## config.mk

```make
export PLATFORM = sky130hd
export DESIGN_NAME = reg_file_mp
export DESIGN_NICKNAME = d
export VERILOG_FILES = /design/src/rtl/reg_file_mp_pkg.sv /design/src/rtl/reg_file_mp_scoreboard.sv /design/src/rtl/reg_file_mp.sv
export SDC_FILE = /design/constraint.sdc
export NUM_CORES = 2
export LEC_CHECK = 0
export ABC_CLOCK_PERIOD_IN_PS = 8480
export BUFFER_PORTS_ARGS = -buffer_cell sky130_fd_sc_hd__buf_2
export CAP_MARGIN = 20
export CORE_ASPECT_RATIO = 0.6
export CORE_MARGIN = 2
export CORE_UTILIZATION = 30
export DETAILED_ROUTE_END_ITERATION = 10
export PLACE_DENSITY = 0.51
export REMOVE_ABC_BUFFERS = 1
export SETUP_SLACK_MARGIN = 0.1
export SYNTH_ARGS = -nofsm -noshare
export SYNTH_HDL_FRONTEND = slang
export SYNTH_HIERARCHICAL = 1
export SYNTH_SLANG_ARGS = --single-unit
```

## constraint.sdc

```tcl
create_clock -name clk -period 8.48 [get_ports clk]
set_input_delay 0.848 -clock clk [delete_from_list [all_inputs] [get_ports clk]]
set_output_delay 0.848 -clock clk [all_outputs]
set_load 0.01 [all_outputs]
```

## src/rtl/reg_file_mp_pkg.sv

```systemverilog
// Shared definitions for the multi-port register file: default geometry,
// write-port indices and a helper for locating a port's slice in packed buses.
package reg_file_mp_pkg;

    localparam int DEF_DATA_W = 32;
    localparam int DEF_ADDR_W = 5;
    localparam int DEF_NRP    = 2;

    typedef enum logic {
        WP0 = 1'b0,
        WP1 = 1'b1
    } wrPort_e;

    // Low bit of a write port's field inside a bus packed per write port
    function automatic int portLsb(input wrPort_e port, input int width);
        return int'(port) * width;
    endfunction

endpackage

```

## src/rtl/reg_file_mp_scoreboard.sv

```systemverilog
// Pending-write scoreboard: one busy bit per register, set by an issue and
// cleared by an effective write, with a same-cycle write masking the read view.
module reg_scoreboard
    import reg_file_mp_pkg::*;
#(
    parameter int ADDR_W  = DEF_ADDR_W,
    parameter int NRP     = DEF_NRP,
    parameter int ZERO_R0 = 1
) (
    input  logic                  clk,
    input  logic                  reset,
    input  logic                  iss_en,
    input  logic [ADDR_W-1:0]     iss_addr,
    input  logic                  wrEff0,
    input  logic [ADDR_W-1:0]     waddr0,
    input  logic                  wrEff1,
    input  logic [ADDR_W-1:0]     waddr1,
    input  logic [NRP*ADDR_W-1:0] rd_addr,
    output logic [NRP-1:0]        rd_busy
);

    localparam int DEPTH   = 1 << ADDR_W;
    localparam bit ZERO_EN = (ZERO_R0 != 0);

    logic [DEPTH-1:0]  busy;
    logic [DEPTH-1:0]  busyNext;
    logic              issOk;
    logic [ADDR_W-1:0] rdA;

    // Next busy state: writes clear first so a same-cycle issue (new producer) wins
    always_comb begin
        issOk    = iss_en && !(ZERO_EN && (iss_addr == '0));
        busyNext = busy;
        if (wrEff0) busyNext[waddr0] = 1'b0;
        if (wrEff1) busyNext[waddr1] = 1'b0;
        if (issOk)  busyNext[iss_addr] = 1'b1;
    end

    // Busy bit register, cleared by reset so issues in a reset cycle are lost
    always_ff @(posedge clk) begin
        if (reset) busy <= '0;
        else       busy <= busyNext;
    end

    // Per-port busy view; a write landing this cycle already resolves the hazard
    always_comb begin
        rd_busy = '0;
        rdA     = '0;
        for (int k = 0; k < NRP; k++) begin
            rdA        = rd_addr[k*ADDR_W +: ADDR_W];
            rd_busy[k] = busy[rdA] && !((wrEff0 && (waddr0 == rdA)) ||
                                        (wrEff1 && (waddr1 == rdA)));
        end
    end

endmodule

```

## src/rtl/reg_file_mp.sv

```systemverilog
// Multi-port flop-based register file: NRP combinational read ports with
// write-through bypass, two write ports (port 1 wins on collision), a
// pending-write scoreboard and a one-cycle registered commit log.
module reg_file_mp
    import reg_file_mp_pkg::*;
#(
    parameter int DATA_W  = DEF_DATA_W,
    parameter int ADDR_W  = DEF_ADDR_W,
    parameter int NRP     = DEF_NRP,
    parameter int ZERO_R0 = 1
) (
    input  logic                  clk,
    input  logic                  reset,
    input  logic [NRP*ADDR_W-1:0] rd_addr,
    output logic [NRP*DATA_W-1:0] rd_data,
    output logic [NRP-1:0]        rd_busy,
    input  logic                  we0,
    input  logic [ADDR_W-1:0]     waddr0,
    input  logic [DATA_W-1:0]     wdata0,
    input  logic                  we1,
    input  logic [ADDR_W-1:0]     waddr1,
    input  logic [DATA_W-1:0]     wdata1,
    input  logic                  iss_en,
    input  logic [ADDR_W-1:0]     iss_addr,
    output logic [1:0]            log_vld,
    output logic [2*ADDR_W-1:0]   log_addr,
    output logic [2*DATA_W-1:0]   log_data
);

    localparam int DEPTH   = 1 << ADDR_W;
    localparam bit ZERO_EN = (ZERO_R0 != 0);

    logic [DATA_W-1:0] regs [DEPTH];
    logic              wrCand0;
    logic              wrCand1;
    logic              wrEff0;
    logic              wrEff1;
    logic [ADDR_W-1:0] rdA;
    logic [DATA_W-1:0] rdW;

    // Effective writes: drop writes to r0 when hardwired, drop port 0 on collision
    always_comb begin
        wrCand0 = we0 && !(ZERO_EN && (waddr0 == '0));
        wrCand1 = we1 && !(ZERO_EN && (waddr1 == '0));
        wrEff1  = wrCand1;
        wrEff0  = wrCand0 && !(wrCand1 && (waddr0 == waddr1));
    end

    // Register storage; effective writes never target the same entry
    always_ff @(posedge clk) begin
        if (reset) begin
            for (int i = 0; i < DEPTH; i++) regs[i] <= '0;
        end else begin
            if (wrEff0) regs[waddr0] <= wdata0;
            if (wrEff1) regs[waddr1] <= wdata1;
        end
    end

    // Read ports with write-through bypass; port 1 checked last so it takes precedence
    always_comb begin
        rd_data = '0;
        rdA     = '0;
        rdW     = '0;
        for (int k = 0; k < NRP; k++) begin
            rdA = rd_addr[k*ADDR_W +: ADDR_W];
            rdW = regs[rdA];
            if (wrEff0 && (waddr0 == rdA)) rdW = wdata0;
            if (wrEff1 && (waddr1 == rdA)) rdW = wdata1;
            if (ZERO_EN && (rdA == '0))    rdW = '0;
            rd_data[k*DATA_W +: DATA_W] = rdW;
        end
    end

    // Commit log: one-cycle valid pulse per effective write, address/data held until next commit
    always_ff @(posedge clk) begin
        if (reset) begin
            log_vld  <= '0;
            log_addr <= '0;
            log_data <= '0;
        end else begin
            log_vld <= {wrEff1, wrEff0};
            if (wrEff0) begin
                log_addr[portLsb(WP0, ADDR_W) +: ADDR_W] <= waddr0;
                log_data[portLsb(WP0, DATA_W) +: DATA_W] <= wdata0;
            end
            if (wrEff1) begin
                log_addr[portLsb(WP1, ADDR_W) +: ADDR_W] <= waddr1;
                log_data[portLsb(WP1, DATA_W) +: DATA_W] <= wdata1;
            end
        end
    end

    reg_scoreboard #(
        .ADDR_W  (ADDR_W),
        .NRP     (NRP),
        .ZERO_R0 (ZERO_R0)
    ) scoreboard (
        .clk      (clk),
        .reset    (reset),
        .iss_en   (iss_en),
        .iss_addr (iss_addr),
        .wrEff0   (wrEff0),
        .waddr0   (waddr0),
        .wrEff1   (wrEff1),
        .waddr1   (waddr1),
        .rd_addr  (rd_addr),
        .rd_busy  (rd_busy)
    );

endmodule

```

; ---- Word-level counts from Yosys, hierarchy flattened
; Memory sizes are Yosys's and may differ from the RTL's.
; Index checks and enable logic that the tools add are counted.
[totals]
inputBits = 94
wordCells = 87
out_inout_bits = 142
ramBits = 1024
latchBits = 0
romBits = 0
ff_bits = 108
n_memories = 1
[op_classes]
reduce_logical = 29
n_bitwise = 5
div = 0
n_eq_ne = 5
n_addsub = 0
n_shift = 0
mul = 0
order_cmp = 8
n_mux = 33
[mem_list]
columns = name, words, width, read_ports, rd_clocked_by_memory_dff, write_ports, line
row1 = regs, 32, 32, 2, 0, 32, reg_file_mp.sv:33  ; logic [DATA_W-1:0] regs [DEPTH];
[op_table]
columns = cell, n
row1 = $mux 32, 11
row2 = $and 32x32->32, 2
row3 = $not 32->32, 2
row4 = $reduce_or 32->1, 2
row5 = $or 32x32->32, 1
row6 = $lt 5x6->1 const B, 5
row7 = $eq 5x5->1, 5
row8 = $logic_not 5->1, 5
row9 = $demux 1 s5, 3
row10 = $ge 5x1->1 const B, 3
row11 = $mux 1, 15
row12 = $logic_and 1x1->1, 14
row13 = $bmux 1 s5, 2
row14 = $mux 5, 2
row15 = $logic_not 1->1, 6
row16 = $logic_or 1x1->1, 2

; ---- Depth between registers and ports, before layout
[depth]
ltp_word = 11
depth_mapped = 13
mapped_depth_nobuf = 8

; ---- Hierarchy
; Netlist, hierarchy kept.
[by_module_without_submodules]
columns = module, area_each_um2, seq_area_each_um2, n_inst, cells_per_inst
row1 = reg_file_mp, 60996.0, 32271.0, 1, 4813
row2 = reg_scoreboard, 2456.1, 640.6, 1, 270

; ---- Least setup slack after synthesis
; No wires, ideal clock.
[synth_timing]
path_kind = input-to-output
start = input port rd_addr[6]
end = output port rd_data[53]
path_buffers = 3
stages = 7
path_slack_ps = 4815
t_arrival_ps = 2817
t_required_ps = 7632
cell_sequence = clkbuf_1 > buf_2 > buf_2 > mux4_2 > o22ai_1 > nor4_1 > a221o_1
[synth_between]
elab_chain_cells = 5
elab_cells_between_ends = 9
cone_classes = 2 x eq/ne / 3 x mux / 3 x reduce/logical / 1 x memory
[synth_lines]
columns = item, line
row1 = start: declaration, reg_file_mp.sv:14  ; input logic [NRP*ADDR_W-1:0] rd_addr,
row2 = "parallel branches: the longest is 4 deep, another holds $mem_v2 32x32", -
row3 = $mux 32 (*), reg_file_mp.sv:69  ; if (ZERO_EN && (rdA == '0)) rdW = '0;
row4 = end: declaration, reg_file_mp.sv:15  ; output logic [NRP*DATA_W-1:0] rd_data,
; Mark *: on every way between the ends.

; ---- Worst setup path in the final report
[layout_timing]
start = input port waddr1[0]
end = output port rd_data[6]
[layout_between]
elab_chain_cells = 10
elab_cells_between_ends = 13
cone_classes = 2 x eq/ne / 3 x mux / 8 x reduce/logical
[layout_lines]
columns = item, line
row1 = start: declaration, reg_file_mp.sv:21  ; input logic [ADDR_W-1:0] waddr1,
row2 = $logic_not 5->1, reg_file_mp.sv:44  ; wrCand1 = we1 && !(ZERO_EN && (waddr1 == '0));
row3 = $logic_not 1->1, reg_file_mp.sv:44
row4 = $logic_and 1x1->1, reg_file_mp.sv:44
row5 = $logic_and 1x1->1, reg_file_mp.sv:46  ; wrEff0 = wrCand0 && !(wrCand1 && (waddr0 == waddr1));
row6 = $logic_not 1->1, reg_file_mp.sv:46
row7 = $logic_and 1x1->1, reg_file_mp.sv:46
row8 = $logic_and 1x1->1, reg_file_mp.sv:67  ; if (wrEff0 && (waddr0 == rdA)) rdW = wdata0;
row9 = $mux 32, reg_file_mp.sv:67
row10 = $mux 32 (*), reg_file_mp.sv:68  ; if (wrEff1 && (waddr1 == rdA)) rdW = wdata1;
row11 = $mux 32 (*), reg_file_mp.sv:69
; Mark *: on every way between the ends. The rest lies on a longest branch, timed or not.

==> summary.txt <==
STA
  • Aggregate negative setup slack: 0 ns
  • Slew headroom: 17.6%
  • PnR worst setup slack: 2.90 ns
  • Skew final: 0 ns
  • Final period utilization: 65.8%
  • Slew Limit Fails: 0
  • Final count of hold timing violations: 0
  • RSZ-0062 raised after global routing: no
  • Clock period minus worst slack: 5.58 ns
  • Actual transition at the worst max-transition pin: 1.24 ns
  • Final setup fails: 0
  • Hold_ws: 0.452 ns
  • Fmax: 179 MHz

Floorplan
  • Full die area: 0.215 mm²
  • Num rows: 130
  • Core area: 0.210 mm²
  • Chip Width: 598 µm
  • Die height: 360 µm
  • Initial core utilization: 30.2%
  • Num ports: 236

GRT
  • Number of global-route vias before repair: 48.6k
  • Grt ovf: 0
  • First-pass GRT wire length: 417000 µm
  • Largest net degree at the start of global routing: 116
  • Initial antenna violation count: 11
  • GRT Total Usage: 28.0%

Worst setup path
  • Kind of critical path: in -> out
  • WP buf/inv: 4
  • Crit path capture type: output port
  • Critical path arrival: 4.73 ns
  • Cell family with most CP delay: compound AO/OA/AOI/OAI gates
  • Most used cell, CP: buf_2
  • CP Launch Type: input pin
  • Max stage delay on crit path: 0.78 ns
  • CP Cell Sequence: buf_2, or2_1, o2111a_1, a21o_2, clkinv_2, and2_2, buf_4, a221o_1, buf_2
  • Max stage delay cell, worst path: o2111a_1
  • Critical Path Fanout Max: 21
  • Required time of the worst setup path: 7.63 ns

Clock network
  • CTS tree: yes
  • Setup Fix Bufs, Post-CTS: 0
  • Cts hold-fix bufs: 0
  • Post-CTS resize count: 0
  • CTS sink cnt: 1132
  • Worst-skew pair later-pin latency: 0.77 ns
  • Root buffer cell: clkbuf_16
  • CTS buffer count: 120
  • Worst-path clk slew: 0.07 ns
  • Clock buffer depth: 3
  • CTS H-tree depth: 3

Place
  • GP Congestion: 0.882
  • DP HPWL: 176000 µm
  • IO Port Bufs: 235
  • DP Worst Slack: 2.97 ns

Finish
  • Final core utilization: 33.9%
  • Syn-to-layout area delta: 12.1%
  • Most common cell after layout, fill and taps aside: edfxtp_1
  • Layout cell share with drive strength beyond 1: 24.0%
  • Layout Nets: 5055
  • Most frequent cells in the layout: edfxtp_1 (1024), nand2_1 (905), mux4_2 (524), o21ai_1 (483), a22o_1 (421)

Logic synthesis
  • Synth Flop Type: edfxtp_1
  • Post-Syn Instances: 5083
  • Register bit total from synthesis: 1132
  • Post-synthesis sequential area ratio: 51.9%
  • EDFF count, synth: 1024
  • Yosys cell types: 56
  • Syn Area/Cell: 12.5 µm²
  • Mapped Area: 0.0635 mm²
  • Yosys warns: 6
  • Post-synth ARST share: 0%

Routing
  • Routed len/inst: 39.6 µm
  • Via count: 51.7k
  • Final WL: 310000 µm
  • Routed vias/inst: 6.59
  • Number of DRC markers in iteration 0: 9167
  • Final ANT Viol Nets: 0
  • First-pass DRT Iterations: 8
  • Post-route DRC: 0

Run
  • Max Cap Viol: 0

Pwr
  • Internal power component: 0.0101 W
  • Sw Ratio: 28.5%
  • Sequential fraction of design power: 46.6%
  • Total power: 0.0141 W
  • Pleak: 22.8 nW
  • Power Density: 199 mW/mm²
  • Comb power frac: 14.3%
  • Max rail drop VDD: 155 µV
  • Clock power frac: 39.1%
  • P_sw: 0.00403 W

Worst hold path
  • Hold/Removal Path Class: reg -> reg

Run status
  • Status: finished clean
## metal layers
| layer | up-vias | share of wire (%) | global-route usage, % |
|---|---|---|---|
| met3 | 823 | 15 | 11.3 |
| met1 | 26508 | 39 | 38.6 |
| met2 | 4611 | 40 | 38.0 |
| met4 | 16 | 5.2 | 12.8 |
| li1 | 19745 | - | - |
| met5 | - | 0.072 | 0.422 |
## logic make-up (layout without fill, tap and decap cells)
family                    after synthesis  in the layout  share of synthesized area [%]
AOI/OAI and AO/OA                    1430           1430                           15.3
and+or+nand+nor                      1257           1257                           8.82
DFF                                  1132           1132                           51.9
buffers and inverters                 672            622                           4.45
muxes                                 546            546                           18.9
xor gates and xnor gates               45             45                          0.621
other                                   1             36                        0.00591
## worst register-to-register path, delay by kind of cell (launching register included)
kind,cells,cell delay [ns]
AO/OA/AOI/OAI,1,0.17
flip-flops,1,0.54
AND/OR/NAND/NOR,1,0.09
## layout make-up
class / instances / area, µm²
inverter: 5 / 20.0
fill: 20429 / 139000
tap: 2772 / 3470
multi-input combinational: 3310 / 28300
antenna: 4 / 10.0
clock buffer: 140 / 3140
sequential: 1132 / 32900
clock inverter: 85 / 741
timing repair buffer: 392 / 2500
## power by group through the flow
stage	sequential (W)	clock [W]	combinational, W
after floorplan	0.00663	0	0.000922
after global placement	0.00667	0	0.00197
after detailed placement	0.00669	0	0.00197
after CTS	0.00658	0.00556	0.00198
after global routing	0.00661	0.00575	0.00207
final	0.00659	0.00553	0.00203
## per-stage QoR
step	cells	area, µm²
after detailed placement	7611	67200
after global placement	7607	67200
after global routing	7837	71100
final	7840	71100
after CTS	7836	71100
after floorplan	4447	60800
## synthesized netlist by cell type (all sizes together), types with 8 or more instances
cell	number	area, µm²
xor2	11	96.3
edfxtp	1024	30700
and3b	16	140
nor4	66	413
a22o	421	3690
and2	68	425
nand2b	13	81.3
mux2i	22	220
nand3b	15	113
nor2b	8	50.1
buf	153	876
dfxtp	108	2160
or3b	9	78.8
a21oi	74	370
a221o	62	621
xnor2	34	298
mux4	524	11800
a211o	24	219
or3	14	87.6
clkbuf	514	1930
o22ai	250	1560
nor3	22	200
nand3	12	60.1
a22oi	67	503
nor3b	17	138
o21ai	513	2570
nor2	65	244
nand2	912	3420
a211oi	8	75.1
## flip-flops by register name, summed over array words and instances (netlist names)
name,flops
scoreboard/busy,32
regs,1024
log_addr,10
log_data,64
log_vld,2
## final timing paths
kind / cells past startpoint / end / slack (ns) / startpoint
setup reg to reg: 2 / log_data[2] / 7.62 / log_data[2]
hold / removal: 2 / log_data[58] / 0.45 / log_data[58]
hold reg to reg: 2 / log_data[58] / 0.45 / log_data[58]
setup / recovery: 9 / rd_data[6] / 2.90 / waddr1[0]
No activity file was read; power rests on OpenSTA's default activity.
